==> src/rtl/hazard_pkg.sv <==
// Shared encodings and helpers for the hazard unit: forward selects, FSM states,
// the MEM/WB shadow record and the register-match / saturating-increment functions.
package hazard_pkg;

    typedef enum logic [1:0] {
        FWD_RF  = 2'b00,
        FWD_WB  = 2'b01,
        FWD_MEM = 2'b10
    } fwd_sel_e;

    typedef enum logic {
        RUN    = 1'b0,
        BFLUSH = 1'b1
    } state_e;

    typedef struct packed {
        logic       reg_write;
        logic       mem_to_reg;
        logic [4:0] write_reg;
    } shadow_t;

    localparam logic [15:0] CNT_MAX = 16'hFFFF;

    // A stage produces src only if it writes a real register; $0 never matches.
    function automatic logic reg_hit(input logic wr_en, input logic [4:0] dst,
                                     input logic [4:0] src);
        return wr_en && (dst != 5'd0) && (dst == src);
    endfunction

    function automatic logic [15:0] sat_inc(input logic [15:0] value, input logic en);
        return (en && (value != CNT_MAX)) ? value + 16'd1 : value;
    endfunction

endpackage

==> src/rtl/hazard_shadow.sv <==
// MEM/WB shadow of the EX write-back controls, advanced every cycle so the
// hazard unit knows which registers the two older instructions will write.
module hazard_shadow
    import hazard_pkg::*;
(
    input  logic    clk,
    input  logic    rst_n,
    input  shadow_t ex_i,
    output shadow_t mem_o,
    output shadow_t wb_o
);

    shadow_t mem_q, wb_q;

    // NOTE: non-blocking assignments make wb_q take the old mem_q, giving a true shift.
    always_ff @(posedge clk) begin
        if (!rst_n) begin
            mem_q <= '0;
            wb_q  <= '0;
        end else begin
            mem_q <= ex_i;
            wb_q  <= mem_q;
        end
    end

    assign mem_o = mem_q;
    assign wb_o  = wb_q;

endmodule

==> src/rtl/hazard_ctrl.sv <==
// Pipeline hazard unit: forwarding selects, load-use stall, taken-branch flush FSM
// and saturating stall/flush counters. Define HAZARD_FORWARD_EN to enable forwarding.
module hazard_ctrl
    import hazard_pkg::*;
(
    input  logic        CLOCK,
    input  logic        RESET_N,
    input  logic [4:0]  Rs_id,
    input  logic [4:0]  Rt_id,
    input  logic        UseRs_id,
    input  logic        UseRt_id,
    input  logic [4:0]  Rs_ex,
    input  logic [4:0]  Rt_ex,
    input  logic        RegWrite_ex,
    input  logic        MemtoReg_ex,
    input  logic [4:0]  WriteReg_ex,
    input  logic        BranchTaken_ex,
    output logic        Stall,
    output logic        Flush_IFID,
    output logic        Flush_IDEX,
    output logic [1:0]  ForwardA,
    output logic [1:0]  ForwardB,
    output logic [15:0] StallCount,
    output logic [15:0] FlushCount
);

    shadow_t ex_s, mem_s, wb_s;

    assign ex_s = '{reg_write: RegWrite_ex, mem_to_reg: MemtoReg_ex, write_reg: WriteReg_ex};

    hazard_shadow u_shadow (
        .clk   (CLOCK),
        .rst_n (RESET_N),
        .ex_i  (ex_s),
        .mem_o (mem_s),
        .wb_o  (wb_s)
    );

    logic shadow_unused;
    assign shadow_unused = mem_s.mem_to_reg ^ wb_s.mem_to_reg;

    logic id_hit_ex;
    assign id_hit_ex = (UseRs_id && reg_hit(RegWrite_ex, WriteReg_ex, Rs_id)) ||
                       (UseRt_id && reg_hit(RegWrite_ex, WriteReg_ex, Rt_id));

    fwd_sel_e fwd_a, fwd_b;
    logic     hazard;

`ifdef HAZARD_FORWARD_EN
    always_comb begin
        fwd_a = FWD_RF;
        fwd_b = FWD_RF;
        if (reg_hit(mem_s.reg_write, mem_s.write_reg, Rs_ex))
            fwd_a = FWD_MEM;
        else if (reg_hit(wb_s.reg_write, wb_s.write_reg, Rs_ex))
            fwd_a = FWD_WB;
        if (reg_hit(mem_s.reg_write, mem_s.write_reg, Rt_ex))
            fwd_b = FWD_MEM;
        else if (reg_hit(wb_s.reg_write, wb_s.write_reg, Rt_ex))
            fwd_b = FWD_WB;
    end

    // Only a load cannot be bypassed in time; ALU results reach EX via the MEM path.
    assign hazard = id_hit_ex && MemtoReg_ex;
`else
    logic id_hit_mem;
    logic fwd_unused;

    assign id_hit_mem = (UseRs_id && reg_hit(mem_s.reg_write, mem_s.write_reg, Rs_id)) ||
                        (UseRt_id && reg_hit(mem_s.reg_write, mem_s.write_reg, Rt_id));
    assign fwd_a      = FWD_RF;
    assign fwd_b      = FWD_RF;
    // WB needs no stall: the register file writes in the first half-cycle.
    assign hazard     = id_hit_ex || id_hit_mem;
    assign fwd_unused = ^{Rs_ex, Rt_ex, MemtoReg_ex, wb_s};
`endif

    state_e state_q, state_d;
    logic   stall, flush_ifid, flush_idex;

    always_ff @(posedge CLOCK) begin
        if (!RESET_N) state_q <= RUN;
        else          state_q <= state_d;
    end

    // NOTE: every always_comb output gets a default first, so no path infers a latch.
    always_comb begin
        state_d    = state_q;
        stall      = 1'b0;
        flush_ifid = 1'b0;
        flush_idex = 1'b0;
        if (RESET_N) begin
            case (state_q)
                RUN: begin
                    if (BranchTaken_ex) begin
                        flush_ifid = 1'b1;
                        flush_idex = 1'b1;
                        state_d    = BFLUSH;
                    end else if (hazard) begin
                        stall      = 1'b1;
                        flush_idex = 1'b1;
                    end
                end
                BFLUSH:  state_d = RUN;
                default: state_d = RUN;
            endcase
        end
    end

    logic [15:0] stall_cnt_q, stall_cnt_d;
    logic [15:0] flush_cnt_q, flush_cnt_d;

    assign stall_cnt_d = sat_inc(stall_cnt_q, stall);
    assign flush_cnt_d = sat_inc(flush_cnt_q, flush_ifid);

    always_ff @(posedge CLOCK) begin
        if (!RESET_N) begin
            stall_cnt_q <= '0;
            flush_cnt_q <= '0;
        end else begin
            stall_cnt_q <= stall_cnt_d;
            flush_cnt_q <= flush_cnt_d;
        end
    end

    assign Stall      = stall;
    assign Flush_IFID = flush_ifid;
    assign Flush_IDEX = flush_idex;
    assign ForwardA   = RESET_N ? fwd_a : FWD_RF;
    assign ForwardB   = RESET_N ? fwd_b : FWD_RF;
    assign StallCount = stall_cnt_q;
    assign FlushCount = flush_cnt_q;

endmodule

==> config.mk <==
export PLATFORM = sky130hd
export DESIGN_NAME = hazard_ctrl
export DESIGN_NICKNAME = d
export VERILOG_FILES = /design/src/rtl/hazard_pkg.sv /design/src/rtl/hazard_shadow.sv /design/src/rtl/hazard_ctrl.sv
export SDC_FILE = /design/constraint.sdc
export NUM_CORES = 1
export LEC_CHECK = 0
export ABC_AREA = 1
export BUFFER_PORTS_ARGS = -buffer_cell sky130_fd_sc_hd__buf_2
export CAP_MARGIN = 5
export CORE_MARGIN = 8
export CORE_UTILIZATION = 52
export CTS_CLUSTER_SIZE = 16
export DETAILED_ROUTE_END_ITERATION = 10
export PLACE_DENSITY = 0.82
export SETUP_SLACK_MARGIN = 0.1
export SLEW_MARGIN = 20
export SYNTH_ARGS = -nofsm -noshare
export SYNTH_HDL_FRONTEND = slang
export SYNTH_SLANG_ARGS = --single-unit
==> constraint.sdc <==
create_clock -name CLOCK -period 2.2 [get_ports CLOCK]
set_input_delay 0.22 -clock CLOCK [delete_from_list [all_inputs] [get_ports CLOCK]]
set_output_delay 0.22 -clock CLOCK [all_outputs]
set_load 0.005 [all_outputs]
======== Word-level counts from Yosys, hierarchy flattened ========
Cells that the tools add are included.
word-level totals
  flip-flop bits (word level) ............. 39
  bits of input ports ..................... 32
  output and inout bits ................... 39
operators by class
  equality and inequality tests ........... 6
  bitwise operators ....................... 1
  reductions and logical operators ........ 17
  muxes and demuxes ....................... 11
  $add $sub $neg .......................... 2
operator list
  cell                                            number
  adder 16 x 1 -> 16 bit (second input constant)  2
  != test 16 bit (second input constant)          2
  equality test 5 bit                             4
  logical AND 1 bit                               12
  2-to-1 mux 1 bit                                10
  nonzero test 5 bit                              2
  logical OR 1 bit                                3
  case mux 1 bit (2 select lines)                 1
  NOT 1 bit                                       1

======== Longest topological paths before layout ========
  word-level depth ........................ 11
  gate-level depth with buffers ........... 12
  gate-level depth less buffers ........... 12

======== Cells and area by module ========
From an unflattened synthesis, not the netlist that was laid out.
unflattened totals
  cells, all modules ...................... 442
  area total of the unflattened synthesis .. 2,791.4 µm²
modules (own cells, without submodules)
  module         sequential area each (µm²)  cells an instance  area each (µm²)  instances
  hazard_ctrl    660.6                       399                2,394.8          1
  hazard_shadow  280.3                       43                 396.6            1

======== Least setup slack after synthesis ========
No wires, ideal clock.
  path kind ............................... register -> register
  start ................................... register stall_cnt_q[0], in the netlist StallCount[0]
  end ..................................... register stall_cnt_q[15], in the netlist StallCount[15]
  period minus slack after synthesis ...... 1.663 ns
  arrival ................................. 1.527 ns
  library setup time ...................... 0.136 ns
  setup slack ............................. 0.537 ns
  cell stages (with the launch flop) ...... 10
  buffers on the path ..................... 1
  path through ............................ dfxtp_1 ha_1 nand2_1 nor2_4 nand2_2 nor2_4 nand3_4 clkbuf_1 nand4_1 a21oi_2
on the way
  word-level cells in the longest chain between the ends .. 2
  elaborated cells on any way between the ends .. 3
RTL lines
  element                                                         line                RTL
  start, declared                                                 hazard_ctrl.sv:110  logic [15:0] stall_cnt_q, stall_cnt_d;
  start signal, assigned                                          hazard_ctrl.sv:121  stall_cnt_q <= stall_cnt_d;
  branches (longest 2 deep; another with adder 16 x 1 -> 16 bit)  --
Several ways; the timed one is not identified.
A chain may end at the register's enable or synchronous reset.

======== Worst setup path in the final report ========
  start ................................... register stall_cnt_q[0], in the netlist StallCount[0]
  end ..................................... register stall_cnt_q[14], in the netlist StallCount[14]
Same word-level chain as after synthesis.

==> summary.md <==
| Metric | Value |
|---|---|
| Final weighted congestion of routability-driven global placement | 0.8653 |
| Max Clk Rate | 525.0 MHz |
| Net Sw Frac | 26.24% |
| Final max-slew violation count | 0 |
| Core ar. | 4661 um2 |
| Antenna violations before repair | 0 |
| Total via count in the routed design | 2623 |
| NetSw | 362.3 uW |
| Post-route DRC | 0 |
| Path type of the worst setup path | flip-flop to flip-flop |
| Bufs on Longest Clock Path | 2 |
| Power density of the placed cells | 475.5 nW/um2 |
| Worst-case hold slack | 0.1326 ns |
| Antenna-violating nets left | 0 |
| Vias in the first global route | 2453 |
| Number of antenna repair diodes | 0 |
| Clock transition at the registers of the reported paths | 0.07 ns |
| Endpoint class of the critical path | flip-flop |
| Starting density of the core | 53.26% |
| Proportion of power drawn by flip-flops and latches | 52.4% |
| Number of H-tree branching levels | 2 |
| Clock tree from TritonCTS | built |
| Avg Cell Area, Syn | 6.333 um2 |
| Num CTS Buffers | 5 |
| Average via count per standard cell | 5.184 |
| Detailed Place HPWL | 4.580 mm |
| Pin count of the biggest net entering global routing | 21 |
| Share of the clock period used by the worst path | 86.58% |
| Run status | completed |
| Number of I/O pins | 71 |
| Most frequent standard cell in the layout excluding fill and tap cells | sky130_fd_sc_hd__nand2_1 |
| Cell Area, Placed | 2778 um2 |
| Required time of the worst setup path | 2.43 ns |
| Final count of hold timing violations | 0 |
| Final Instance Area | 2903 um2 |
| Final count of negative-setup-slack endpoints | 0 |
| Mean routed wirelength per cell | 12.34 um |
| Number of nets in the finished design | 486 |
| Post-synthesis cell count | 392 |
| Total clock sinks | 39 |
| Slew at the pin with the worst max-slew slack | 0.5392 ns |
| Number of warnings reported in the yosys synthesis log | 0 |
| Unrepaired setup endpoints after global routing | false |
| Synth Register Bits | 39 |
| Category of the worst setup path launch point | flip-flop |
| Post-Route Skew | 0.005264 ns |
| Number of rows created at floorplan | 25 |
| Relative area change from synthesis to final layout | 16.94% |
| Count of TritonRoute iterations in the first routing pass | 4 |
| Detailed Route WL | 6.242 mm |
| Global-route total usage across every layer | 17.40% |
| Combinational Power Share | 11.3% |
| Post-Layout Cell Count | 506 |
| Area of the multi-input gates | 1466 um2 |
| Clk Latency, worst-skew pair | 0.30 ns |
| Peak VDD IR | 0.0004588 V |
| Count of cell types in the netlist | 31 |
| Wire length of the first global-routing pass | 10.65 mm |
| Final total negative setup slack | 0 ns |
| Slew margin rel. | 63.72% |
| Die Ht | 85.09 um |
| Clock tree root driver cell | sky130_fd_sc_hd__clkbuf_8 |
| Area enclosed by the die boundary | 7240 um2 |
| Commonest non-fill, non-tap cells in the layout | sky130_fd_sc_hd__nand2_1 (127), sky130_fd_sc_hd__buf_2 (55), sky130_fd_sc_hd__nor2_1 (49) |
| Time the final worst path needs with I/O delays and setup | 1.905 ns |
| X dimension of the die | 85.09 um |
| Hold buffer count at CTS | 0 |
| Class of the worst hold path | input port to flip-flop |
| Overflow after GRT | 0 |
| Number of fillers in the final layout | 442 |
| Number of buffers inserted by port buffering | 55 |
| Leak Pwr | 0.001348 uW |
| Iteration-0 DRC Markers | 160 |
| Area of the mapped netlist | 2482 um2 |
| Largest fanout on the critical path | 16 |
| WP data arrival | 2.13 ns |
| Placed cells | 495 |
| P_int | 1018 uW |
| Share of synthesized area occupied by flip-flops and latches | 31.45% |
| Clock share of power | 36.3% |
| Register cell area after layout | 780.7 um2 |
| Max Cap Viol | 0 |
| Share of cells above drive strength 1 | 19.69% |
[registers in the layout, summed over array words and instances (netlist names)]
name	count
state_q	1
FlushCount	16
u_shadow.mem_o	6
StallCount	16
[power by group through the flow]
stage | combinational [uW] | clock (uW) | sequential (uW)
6_report | 157 | 501 | 723
5_1_grt | 181 | 536 | 725
4_1_cts | 152 | 509 | 723
3_5_place_dp | 151 | 0 | 740
3_3_place_gp | 148 | 0 | 739
2_1_floorplan | 102 | 0 | 739
[per-layer routing]
layer	vias to the layer above	routed length [um]	GRT usage [%]
li1	1351	-	-
met1	1185	2848	20.44
met2	76	2857	28.48
met3	11	410	5.212
met4	0	126	7.605
met5	-	0	0
[worst max-delay path, cell delays in order (launching register included)]
cell and delay (ns):
sky130_fd_sc_hd__dfxtp_1 0.41, sky130_fd_sc_hd__ha_1 0.22, sky130_fd_sc_hd__nand2_1 0.11, sky130_fd_sc_hd__nor2_4 0.18
sky130_fd_sc_hd__nand2_2 0.10, sky130_fd_sc_hd__nor2_4 0.12, sky130_fd_sc_hd__nand3_4 0.20, sky130_fd_sc_hd__nand3_2 0.27
sky130_fd_sc_hd__nand2_1 0.08, sky130_fd_sc_hd__a21oi_1 0.13
[through the flow]
step / total power, uW / util, % / setup WS (ns)
2_1_floorplan: 840.7 / - / 0.5370
3_3_place_gp: 887.3 / 59.60 / 0.3669
3_5_place_dp: 890.9 / 59.60 / 0.3257
4_1_cts: 1384 / 61.48 / 0.1051
5_1_grt: 1442 / 62.28 / 0.1351
6_report: 1380 / 62.28 / 0.2953
[worst paths after layout]
kind	startpoint	to	slack, ns	cells past startpoint
max	StallCount[0]	StallCount[14]	0.30	9
min	RegWrite_ex	u_shadow.mem_o[6]	0.13	3
max reg2reg	StallCount[0]	StallCount[14]	0.30	9
min reg2reg	StallCount[13]	StallCount[13]	0.50	2
[final cells by class]
class                           instances  area share [%]
Tap cell                               54           2.328
Clock buffer                            6           2.845
Inverter                               48           6.207
Multi-Input combinational cell        297           50.52
Clock inverter                          1          0.1724
Timing Repair Buffer                   61           11.03
Sequential cell                        39           26.90
[cells in the mapped netlist, drive strengths merged]
cell type / n / area share [%]
a211oi: 1 / 0.30
a21oi: 26 / 6.0
buf: 8 / 2.7
clkbuf: 4 / 0.60
conb: 1 / 0.15
dfxtp: 39 / 31
ha: 2 / 1.0
inv: 48 / 7.3
nand2: 131 / 20
nand3: 21 / 5.2
nand4: 18 / 4.5
nor2: 54 / 9.3
nor3: 8 / 1.8
nor4: 3 / 0.76
o21ai: 8 / 1.6
o31ai: 1 / 0.30
or2: 2 / 0.61
xnor2: 6 / 2.1
xor2: 11 / 3.9
[timing repair]
action | CTS | global route
endpoints found under the setup margin | 0 | 9
resized for setup | 0 | 1
setup buffers | 0 | 3
[cells by family (layout without fill, tap and decap cells)]
family          after synthesis  after routing  share of synthesized area, %
simple gates                237            238                         42.64
compound gates               36             36                         8.216
buf+inv                      60            116                         10.53
xor+xnor                     17             17                         5.998
fa+ha+maj                     2              2                         1.008
flops                        39             39                         31.45
other cells                   1              4                        0.1511
No activity file was read; power rests on OpenSTA's default activity.
